### src/rtl/br_pkg.sv
`default_nettype none
// ============================================================================
// Module      : br_pkg
// Description : Shared types and helpers for the branch resolve unit:
//               control-transfer op encoding, op classification and the
//               reset value of the branch history counters.
// Revision    : 1.0 - initial release
// ============================================================================
package br_pkg;

    // Codes 0-5 keep the values of the older 3-bit encoding, zero-extended,
    // so legacy decoders can drive this unit with a padded op field.
    typedef enum logic [3:0] {
        NOP  = 4'd0,
        BEQ  = 4'd1,
        BNE  = 4'd2,
        BLT  = 4'd3,
        BGE  = 4'd4,
        JAL  = 4'd5,
        BLTU = 4'd6,
        BGEU = 4'd7,
        JALR = 4'd8
    } branch_op_e;

    // Weakly not-taken: one taken outcome flips the prediction.
    localparam logic [1:0] BHT_INIT = 2'b01;

    // Conditional branches: the ones that train the BHT and are counted.
    function automatic logic is_cond(input logic [3:0] op);
        logic r;
        case (op)
            BEQ, BNE, BLT, BGE, BLTU, BGEU: r = 1'b1;
            default:                        r = 1'b0;
        endcase
        return r;
    endfunction

    // Unconditional jumps: always taken, never train the BHT.
    function automatic logic is_jump(input logic [3:0] op);
        return (op == JAL) || (op == JALR);
    endfunction

    // Saturating 2-bit counter step.
    function automatic logic [1:0] sat_step(input logic [1:0] cnt, input logic up);
        logic [1:0] r;
        if (up) begin
            r = (cnt == 2'b11) ? cnt : cnt + 2'b01;
        end else begin
            r = (cnt == 2'b00) ? cnt : cnt - 2'b01;
        end
        return r;
    endfunction

endpackage
`default_nettype wire

### src/rtl/br_bht.sv
`default_nettype none
// ============================================================================
// Module      : br_bht
// Description : Branch history table of 2-bit saturating counters with one
//               combinational read port (prediction = counter MSB) and one
//               synchronous saturating update port.
// Revision    : 1.0 - initial release
// ============================================================================
module br_bht
    import br_pkg::*;
#(
    parameter  int ENTRIES = 64,
    localparam int IDX_W   = $clog2(ENTRIES)
) (
    input  logic             clk,
    input  logic             rst_n,
    input  logic [IDX_W-1:0] rd_idx,
    output logic             rd_taken,
    input  logic             wr_en,
    input  logic [IDX_W-1:0] wr_idx,
    input  logic             wr_taken
);

    logic [1:0] r_cnt [ENTRIES];
    logic [1:0] w_next;

    // Next value of the counter being trained.
    always_comb begin
        w_next = sat_step(r_cnt[wr_idx], wr_taken);
    end

    // Counter array: all entries return to weakly not-taken on reset.
    always_ff @(posedge clk or negedge rst_n) begin
        if (!rst_n) begin
            for (int i = 0; i < ENTRIES; i++) begin
                r_cnt[i] <= BHT_INIT;
            end
        end else if (wr_en) begin
            r_cnt[wr_idx] <= w_next;
        end
    end

    // Read sees the registered array, so a same-cycle update of the same
    // entry is not visible until the following cycle.
    assign rd_taken = r_cnt[rd_idx][1];

endmodule
`default_nettype wire

### src/rtl/branch_resolve_unit.sv
`default_nettype none
// ============================================================================
// Module      : branch_resolve_unit
// Description : Resolves RV32I control-transfer ops (conditional branches,
//               JAL, JALR), computes redirect target and link address,
//               flags mispredictions against the fetch prediction, trains
//               a 2-bit BHT and keeps branch/mispredict counters. Results
//               are held in a one-entry registered valid/ready stage.
// Revision    : 1.0 - initial release
// ============================================================================
module branch_resolve_unit
    import br_pkg::*;
#(
    parameter int XLEN        = 32,
    parameter int BHT_ENTRIES = 64,
    parameter int CNT_W       = 32
) (
    input  logic             clk,
    input  logic             rst_n,
    input  logic             in_valid,
    output logic             in_ready,
    input  logic [3:0]       op,
    input  logic [XLEN-1:0]  pc,
    input  logic [XLEN-1:0]  d1,
    input  logic [XLEN-1:0]  d2,
    input  logic [XLEN-1:0]  imm,
    input  logic             pred_taken_in,
    output logic             out_valid,
    input  logic             out_ready,
    output logic             take_branch,
    output logic [XLEN-1:0]  target,
    output logic [XLEN-1:0]  link,
    output logic             mispredict,
    input  logic [XLEN-1:0]  lookup_pc,
    output logic             lookup_taken,
    output logic [CNT_W-1:0] branch_count,
    output logic [CNT_W-1:0] mispredict_count
);

    localparam int IDX_W = $clog2(BHT_ENTRIES);

    // Registered result stage and counters.
    logic             r_out_valid;
    logic             r_take;
    logic [XLEN-1:0]  r_target;
    logic [XLEN-1:0]  r_link;
    logic             r_mispredict;
    logic [CNT_W-1:0] r_branch_count;
    logic [CNT_W-1:0] r_mispredict_count;

    // Combinational resolution of the presented op.
    logic             w_accept;
    logic             w_cond;
    logic             w_jump;
    logic             w_eq;
    logic             w_lt;
    logic             w_ltu;
    logic             w_take;
    logic [XLEN-1:0]  w_pc_sum;
    logic [XLEN-1:0]  w_reg_sum;
    logic [XLEN-1:0]  w_target;
    logic [XLEN-1:0]  w_link;
    logic             w_mispredict;
    logic [IDX_W-1:0] w_upd_idx;
    logic [IDX_W-1:0] w_lookup_idx;
    logic             w_unused_lookup;

    // A held result blocks new work only while the consumer stalls it.
    assign in_ready = !r_out_valid || out_ready;
    assign w_accept = in_valid && in_ready;

    assign w_cond = is_cond(op);
    assign w_jump = is_jump(op);

    // Comparator and adder datapath; sums wrap modulo 2^XLEN.
    always_comb begin
        w_eq      = (d1 == d2);
        w_lt      = ($signed(d1) < $signed(d2));
        w_ltu     = (d1 < d2);
        w_pc_sum  = pc + imm;
        w_reg_sum = d1 + imm;
        w_link    = pc + XLEN'(4);
    end

    // Taken decision; unknown op codes fall through as NOP.
    always_comb begin
        w_take = 1'b0;
        case (op)
            BEQ:       w_take = w_eq;
            BNE:       w_take = !w_eq;
            BLT:       w_take = w_lt;
            BGE:       w_take = !w_lt;
            BLTU:      w_take = w_ltu;
            BGEU:      w_take = !w_ltu;
            JAL, JALR: w_take = 1'b1;
            default:   w_take = 1'b0;
        endcase
    end

    // Redirect target and misprediction flag. JALR clears bit 0 of the
    // register-relative sum; everything else is PC-relative.
    always_comb begin
        w_target     = w_pc_sum;
        w_mispredict = 1'b0;
        if (op == JALR) begin
            w_target = {w_reg_sum[XLEN-1:1], 1'b0};
        end
        if (w_cond) begin
            w_mispredict = (w_take != pred_taken_in);
        end else if (w_jump) begin
            w_mispredict = !pred_taken_in;
        end
    end

    // One-entry output stage: load on accept, drain when consumed, and
    // hold everything stable while stalled.
    always_ff @(posedge clk or negedge rst_n) begin
        if (!rst_n) begin
            r_out_valid  <= 1'b0;
            r_take       <= 1'b0;
            r_target     <= '0;
            r_link       <= '0;
            r_mispredict <= 1'b0;
        end else if (w_accept) begin
            r_out_valid  <= 1'b1;
            r_take       <= w_take;
            r_target     <= w_target;
            r_link       <= w_link;
            r_mispredict <= w_mispredict;
        end else if (out_ready) begin
            r_out_valid  <= 1'b0;
        end
    end

    // Performance counters, advanced only by accepted ops; wrap naturally.
    always_ff @(posedge clk or negedge rst_n) begin
        if (!rst_n) begin
            r_branch_count     <= '0;
            r_mispredict_count <= '0;
        end else if (w_accept) begin
            if (w_cond) begin
                r_branch_count <= r_branch_count + CNT_W'(1);
            end
            if (w_mispredict) begin
                r_mispredict_count <= r_mispredict_count + CNT_W'(1);
            end
        end
    end

    // BHT is indexed by word address bits, skipping the byte offset.
    assign w_upd_idx    = pc[IDX_W+1:2];
    assign w_lookup_idx = lookup_pc[IDX_W+1:2];

    // Bits of the lookup PC outside the index are irrelevant to prediction.
    assign w_unused_lookup = ^{lookup_pc[XLEN-1:IDX_W+2], lookup_pc[1:0]};

    br_bht #(
        .ENTRIES (BHT_ENTRIES)
    ) u_bht (
        .clk      (clk),
        .rst_n    (rst_n),
        .rd_idx   (w_lookup_idx),
        .rd_taken (lookup_taken),
        .wr_en    (w_accept && w_cond),
        .wr_idx   (w_upd_idx),
        .wr_taken (w_take)
    );

    assign out_valid        = r_out_valid;
    assign take_branch      = r_take;
    assign target           = r_target;
    assign link             = r_link;
    assign mispredict       = r_mispredict;
    assign branch_count     = r_branch_count;
    assign mispredict_count = r_mispredict_count;

endmodule
`default_nettype wire

### config.mk
export PLATFORM = sky130hd
export DESIGN_NAME = branch_resolve_unit
export DESIGN_NICKNAME = d
export VERILOG_FILES = /design/src/rtl/br_pkg.sv /design/src/rtl/br_bht.sv /design/src/rtl/branch_resolve_unit.sv
export SDC_FILE = /design/constraint.sdc
export NUM_CORES = 1
export LEC_CHECK = 0
export ABC_AREA = 1
export BUFFER_PORTS_ARGS = -buffer_cell sky130_fd_sc_hd__buf_2
export CORE_ASPECT_RATIO = 1.25
export CORE_MARGIN = 4
export CORE_UTILIZATION = 55
export CTS_BUF_LIST = sky130_fd_sc_hd__clkbuf_2 sky130_fd_sc_hd__clkbuf_4 sky130_fd_sc_hd__clkbuf_8
export CTS_CLUSTER_SIZE = 30
export DETAILED_ROUTE_END_ITERATION = 8
export PLACE_DENSITY_LB_ADDON = 0.12
export SKIP_CTS_REPAIR_TIMING = 1
export SYNTH_ARGS = -nofsm -noshare
export SYNTH_HDL_FRONTEND = slang
export SYNTH_SLANG_ARGS = --single-unit
### constraint.sdc
create_clock -name clk -period 3.91 [get_ports clk]
set_input_delay 0.782 -clock clk [delete_from_list [all_inputs] [get_ports clk]]
set_output_delay 0.782 -clock clk [all_outputs]
set_load 0.005 [all_outputs]
* Word-level counts from Yosys, hierarchy flattened
Index checks and enable logic that the tools add are counted.
** Word-level totals
- Flip-flop bits (word level) :: 259
- Output and inout port bits :: 133
** Cells by class
- Add/sub/neg operators :: 7
- Order comparisons :: 5
- Eq/ne operators :: 11
- Muxes and demuxes :: 19
- Bitwise operators :: 2
- Reduce and logical (&&, ||, !) cells :: 16
** Operators with widths (number)
- $bwmux 128 :: 1
- $add 32x1->32 const B :: 2
- $add 32x32->32 :: 2
- $lt 32x32->1 :: 2
- $add 32x3->32 const B :: 1
- $eq 32x32->1 :: 1
- $mux 32 :: 1
- $bmux 2 s6 :: 2
- $eq 4x3->1 const B :: 4
- $mux 2 :: 8
- $ge 7x7->1 const B :: 2
- $not 6->7 :: 2
- $demux 2 s6 :: 1
- $eq 4x2->1 const B :: 2
- $lt 7x1->1 const B :: 1
- $pmux 1 s7 :: 1
- $reduce_or 6->1 :: 1
- $logic_not 1->1 :: 5
- $mux 1 :: 5
- $eq 4x1->1 const B :: 1
- $eq 4x4->1 const B :: 1
- $reduce_and 2->1 :: 2
- $logic_and 1x1->1 :: 3
- $add 2x1->2 const B :: 1
- other kinds (7) :: 8

* Depth between registers and ports, before layout
- Depth in word-level cells :: 8
- Mapped depth :: 22
- Gate-level depth less buffers :: 21

* Modules after synthesis
Synthesis repeated with hierarchy kept, for this count alone.
** Second synthesis, totals
- Cells, all modules :: 2850
- Area total of the unflattened synthesis :: 19210.9 µm²
** Modules (own cells, without submodules)
- branch_resolve_unit :: instances 1, cells each 1659, area an instance 11516.0 µm², sequential area each 3278.1 µm²
- br_bht :: instances 1, cells each 1191, area an instance 7694.9 µm², sequential area each 3283.1 µm²

* Worst setup path before layout
Ideal clock, no wire load.
- Path type :: input to register
- Start point :: in d2[31]
- End point :: reg r_mispredict (netlist: mispredict)
- Setup time :: 0.123 ns
- Arrival time :: 2.829 ns
- Data required time :: 3.787 ns
- Path slack :: 0.958 ns
- Cell stages on the path :: 18
- Path buffers :: 1
- Cells stage by stage :: inv_1 > ha_1 > nand2_1 > nor2_1 > nand2_1 > nor3_1 > nand3_1 > nand2_1 > nand2_1 > nor2_1 > nand2_1 > nor2_1 > nand2_1 > nor2_2 > nand3_1 > nand3_1 > buf_2 > nand2_1
** Between the ends
- Cells in the longest elaborated chain, start to end :: 5
** RTL lines
- from (decl) :: line branch_resolve_unit.sv:25 : input logic [XLEN-1:0] d2,
- $lt 32x32->1 (tied with other cells) :: line branch_resolve_unit.sv:79 : w_ltu = (d1 < d2);
- $logic_not 1->1 (on tied branches) :: line branch_resolve_unit.sv:94, branch_resolve_unit.sv:90, branch_resolve_unit.sv:92
- $pmux 1 s7 (*) :: line branch_resolve_unit.sv:88 : case (op)
- $ne 1x1->1 (*) :: line branch_resolve_unit.sv:109 : w_mispredict = (w_take != pred_taken_in);
- $mux 1 (*) :: line branch_resolve_unit.sv:108 : if (w_cond) begin
- to (signal assigned) :: line branch_resolve_unit.sv:129 : r_mispredict <= w_mispredict;
- to (decl) :: line branch_resolve_unit.sv:47 : logic r_mispredict;
Mark *: on every way between the ends. The rest lies on a longest branch, timed or not.
A chain may end at the register's enable or synchronous reset.

* Worst setup path after layout
- Start point :: in lookup_pc[2]
- End point :: out lookup_taken
** Between the ends
- Cells in the longest elaborated chain, start to end :: 4
** RTL lines
- from (decl) :: line branch_resolve_unit.sv:34 : input logic [XLEN-1:0] lookup_pc,
- $not 6->7 (not written as such) :: line br_bht.sv:45 : assign rd_taken = r_cnt[rd_idx][1];
- $bmux 2 s6 :: line br_bht.sv:45
- $mux 2 (not written as such) (2 in series) :: line br_bht.sv:45
- to (decl) :: line branch_resolve_unit.sv:35 : output logic lookup_taken,
Every way passes these cells. The select of a mux whose other input is x is not followed.

==> out/metrics.csv <==
metric,value,unit
outcome,"complete, no violations",
clock.fmax,300,MHz
cts_tree,done,
intPower,5.21,mW
route.met3.wl,4610,um
start_util,56.3,%
path_cells,buf_2 > inv_1 > buf_4 > nor2_1 > o21ai_0 > o21ai_0 > o221ai_1 > o211ai_1 > o31ai_1 > buf_2,
rsz0062_at_grt,no,
ys_types,49,
syn_nets,2929,
grt_overflow,0,
ioPinCount,302,
cts.sinks,259,
yosysMostFrequentCell,nand2_1,
dr.pass1.iters,6,
setup_viol,0,
routed_wl,63200,um
critPathTopFamily,compound AO/OA/AOI/OAI gates,
async_reset_ff_share,100,%
vias,19847,
routed.top_layer,met4,
max_stage_delay,310,ps
syn_inst,2662,
crit_path_top_delay_cell,buf_4,
clk_pin_slew,60,ps
end_kind,primary output,
grt_pass1_wl,99200,um
cts_root_buffer,clkbuf_8,
fin_ws,580,ps
core_area,0.0330,sq mm
routedWlPerCell,18.6,um
dp_cells,3312,
yosys-top-cells-count,"nand2_1, inv_1, nand3_1",
skew,42.2,ps
post-route-period-util,85.2,%
required,3130,ps
synth_edf_count,0,
hold_viol_final,0,
yosysTopAreaCell,dfrtp_1,
cts_max_level,2,
met2_wirelength,30300,um
initialDrtViolationCount,1791,
powerDensity,358,mW/mm^2
switching_share,32.6,%
seqPwrFrac,39.3,%
power_switching,2.52,mW
syn2layout_area_growth,16.4,%
die_w,172,um
p_clk_share,38.2,%
max_cap_viol_count,0,
hpwl,46500,um
gp_congestion,0.942,
synthDominantCellAreaShare,26.3,%
crit_arrival,2550,ps
synth-seq-cells,259,
worst_pin_slew,864,ps
dieArea,0.0367,sq mm
worstRegToRegCells,15,
synthFlopType,dfrtp_1,
die_h,213,um
drive_above_1_share,17.0,%
hp-class,in2async,
dpl_worst_slack,350,ps
place_area,0.0205,sq mm
crit_fanout,14,
tns,0,ps
ir_worst_vdd,0.000319,V
synth.avg_cell_area,6.97,sq um
ys_seq_area_share,35.4,%
power_frac_comb,22.4,%
antenna_left,0,
row_count,74,
port_buffers,275,
r2r_end,branch_count[26]$_DFFE_PN0P_,
worst-path-buf-inv,4,
crit_type,in2out,
fin_nets,3209,
slew_headroom,42.4,%
clk_latency,610,ps
post_layout_nonfiller_instances,3399,
grt_pass1_vias,19278,
fin_hold_ws,245,ps
yosys_warnings,0,
start_kind,input port,
p_leak,11.1,nW
period_minus_slack,3330,ps
reg2reg_slack,1230,ps
cts_buffer_depth,3,
synthTopCellsByArea,"dfrtp_1, nand2_1, dfstp_2, ha_1, nand3_1",
r2r-start,out_valid$_DFFE_PN0P_,
grt_max_degree,112,
viasPerCell,5.84,
drc,0,
stdcell_area,0.0216,sq mm
netlist_area,0.0185,sq mm
drt-met1-wl,24900,um
cts_buffers,46,
drv_slew,0,
antenna_found_initial,3,
grt_use_total,33.8,%
worst reg2reg max path, delay by kind of cell (launching register included):
family / cells / cell delay [ps]
xor+xnor: 1 / 140
flops: 1 / 380
simple gates: 13 / 1990
buf+inv: 1 / 70
registers in the layout, summed over array words and instances, names as in the netlist:
| register | cells |
|---|---|
| mispredict | 1 |
| take_branch | 1 |
| out_valid | 1 |
| mispredict_count | 32 |
| link | 32 |
| target | 32 |
| branch_count | 32 |
| u_bht.r_cnt | 128 |
cells in the final DEF (no fill, tap or decap), types with 70 or more instances in the layout:
master	Yosys	routed
nand2_1	801	797
inv_1	287	287
buf_2	36	274
nand3_1	220	220
nor2_1	203	203
dfrtp_1	195	195
a21oi_1	125	125
o21ai_0	124	124
ha_1	96	96
nor3_1	89	88
xor2_1	74	74
nand4_1	70	70
worst max-delay path by stage:
| stage | startpoint | end | slack (ps) | cells after the start |
|---|---|---|---|---|
| finish | lookup_pc[2] | lookup_taken | 580 | 10 |
| global placement | d1[31] | mispredict_count[19]$_DFFE_PN0P_ | 410 | 15 |
| global route | lookup_pc[2] | lookup_taken | 420 | 10 |
| floorplan | d2[31] | mispredict$_DFFE_PN0P_ | 960 | 18 |
| CTS | lookup_pc[2] | lookup_taken | 640 | 10 |
| detailed placement | d1[31] | mispredict_count[4]$_DFFE_PN0P_ | 350 | 16 |
cell families after synthesis:
| family | count (synthesis) | synth area share (%) |
|---|---|---|
| and+or+nand+nor | 1426 | 32.7 |
| adders and majority gates | 98 | 6.69 |
| DFF | 259 | 35.4 |
| xor gates and xnor gates | 104 | 4.91 |
| buffers and inverters | 391 | 8.16 |
| AOI/OAI and AO/OA | 384 | 12.1 |
layer usage:
layer	up-vias	global-route usage (%)
li1	9370	-
met1	9354	43.0
met2	925	56.4
met3	198	4.94
met4	0	16.2
met5	-	0
per-stage QoR:
stage | total power [mW] | utilization (%)
final | 7.74 | 65.5
after global routing | 8.12 | 65.5
after CTS | 7.75 | 65.5
after detailed placement | 4.79 | 62.3
after global placement | 4.76 | 62.3
after floorplan | 4.04 | -
area by class of cell:
| cell class | instances | area [sq um] |
|---|---|---|
| inverters | 304 | 1140 |
| clock inverters | 17 | 229 |
| diodes | 3 | 7.51 |
| clock buffers | 67 | 828 |
| repair buffers | 319 | 1820 |
| flip-flops and latches | 259 | 6560 |
| fillers | 3018 | 11400 |
| well taps | 418 | 523 |
| multi-input cells | 2012 | 10500 |
power groups by stage:
stage / clock [mW] / sequential, mW / combinational (mW)
finish: 2.96 / 3.04 / 1.74
global route: 3.12 / 3.06 / 1.93
CTS: 2.99 / 3.04 / 1.72
detailed placement: 0 / 3.08 / 1.72
global placement: 0 / 3.08 / 1.68
floorplan: 0 / 3.07 / 0.971
(Power assumes the default switching activity.)
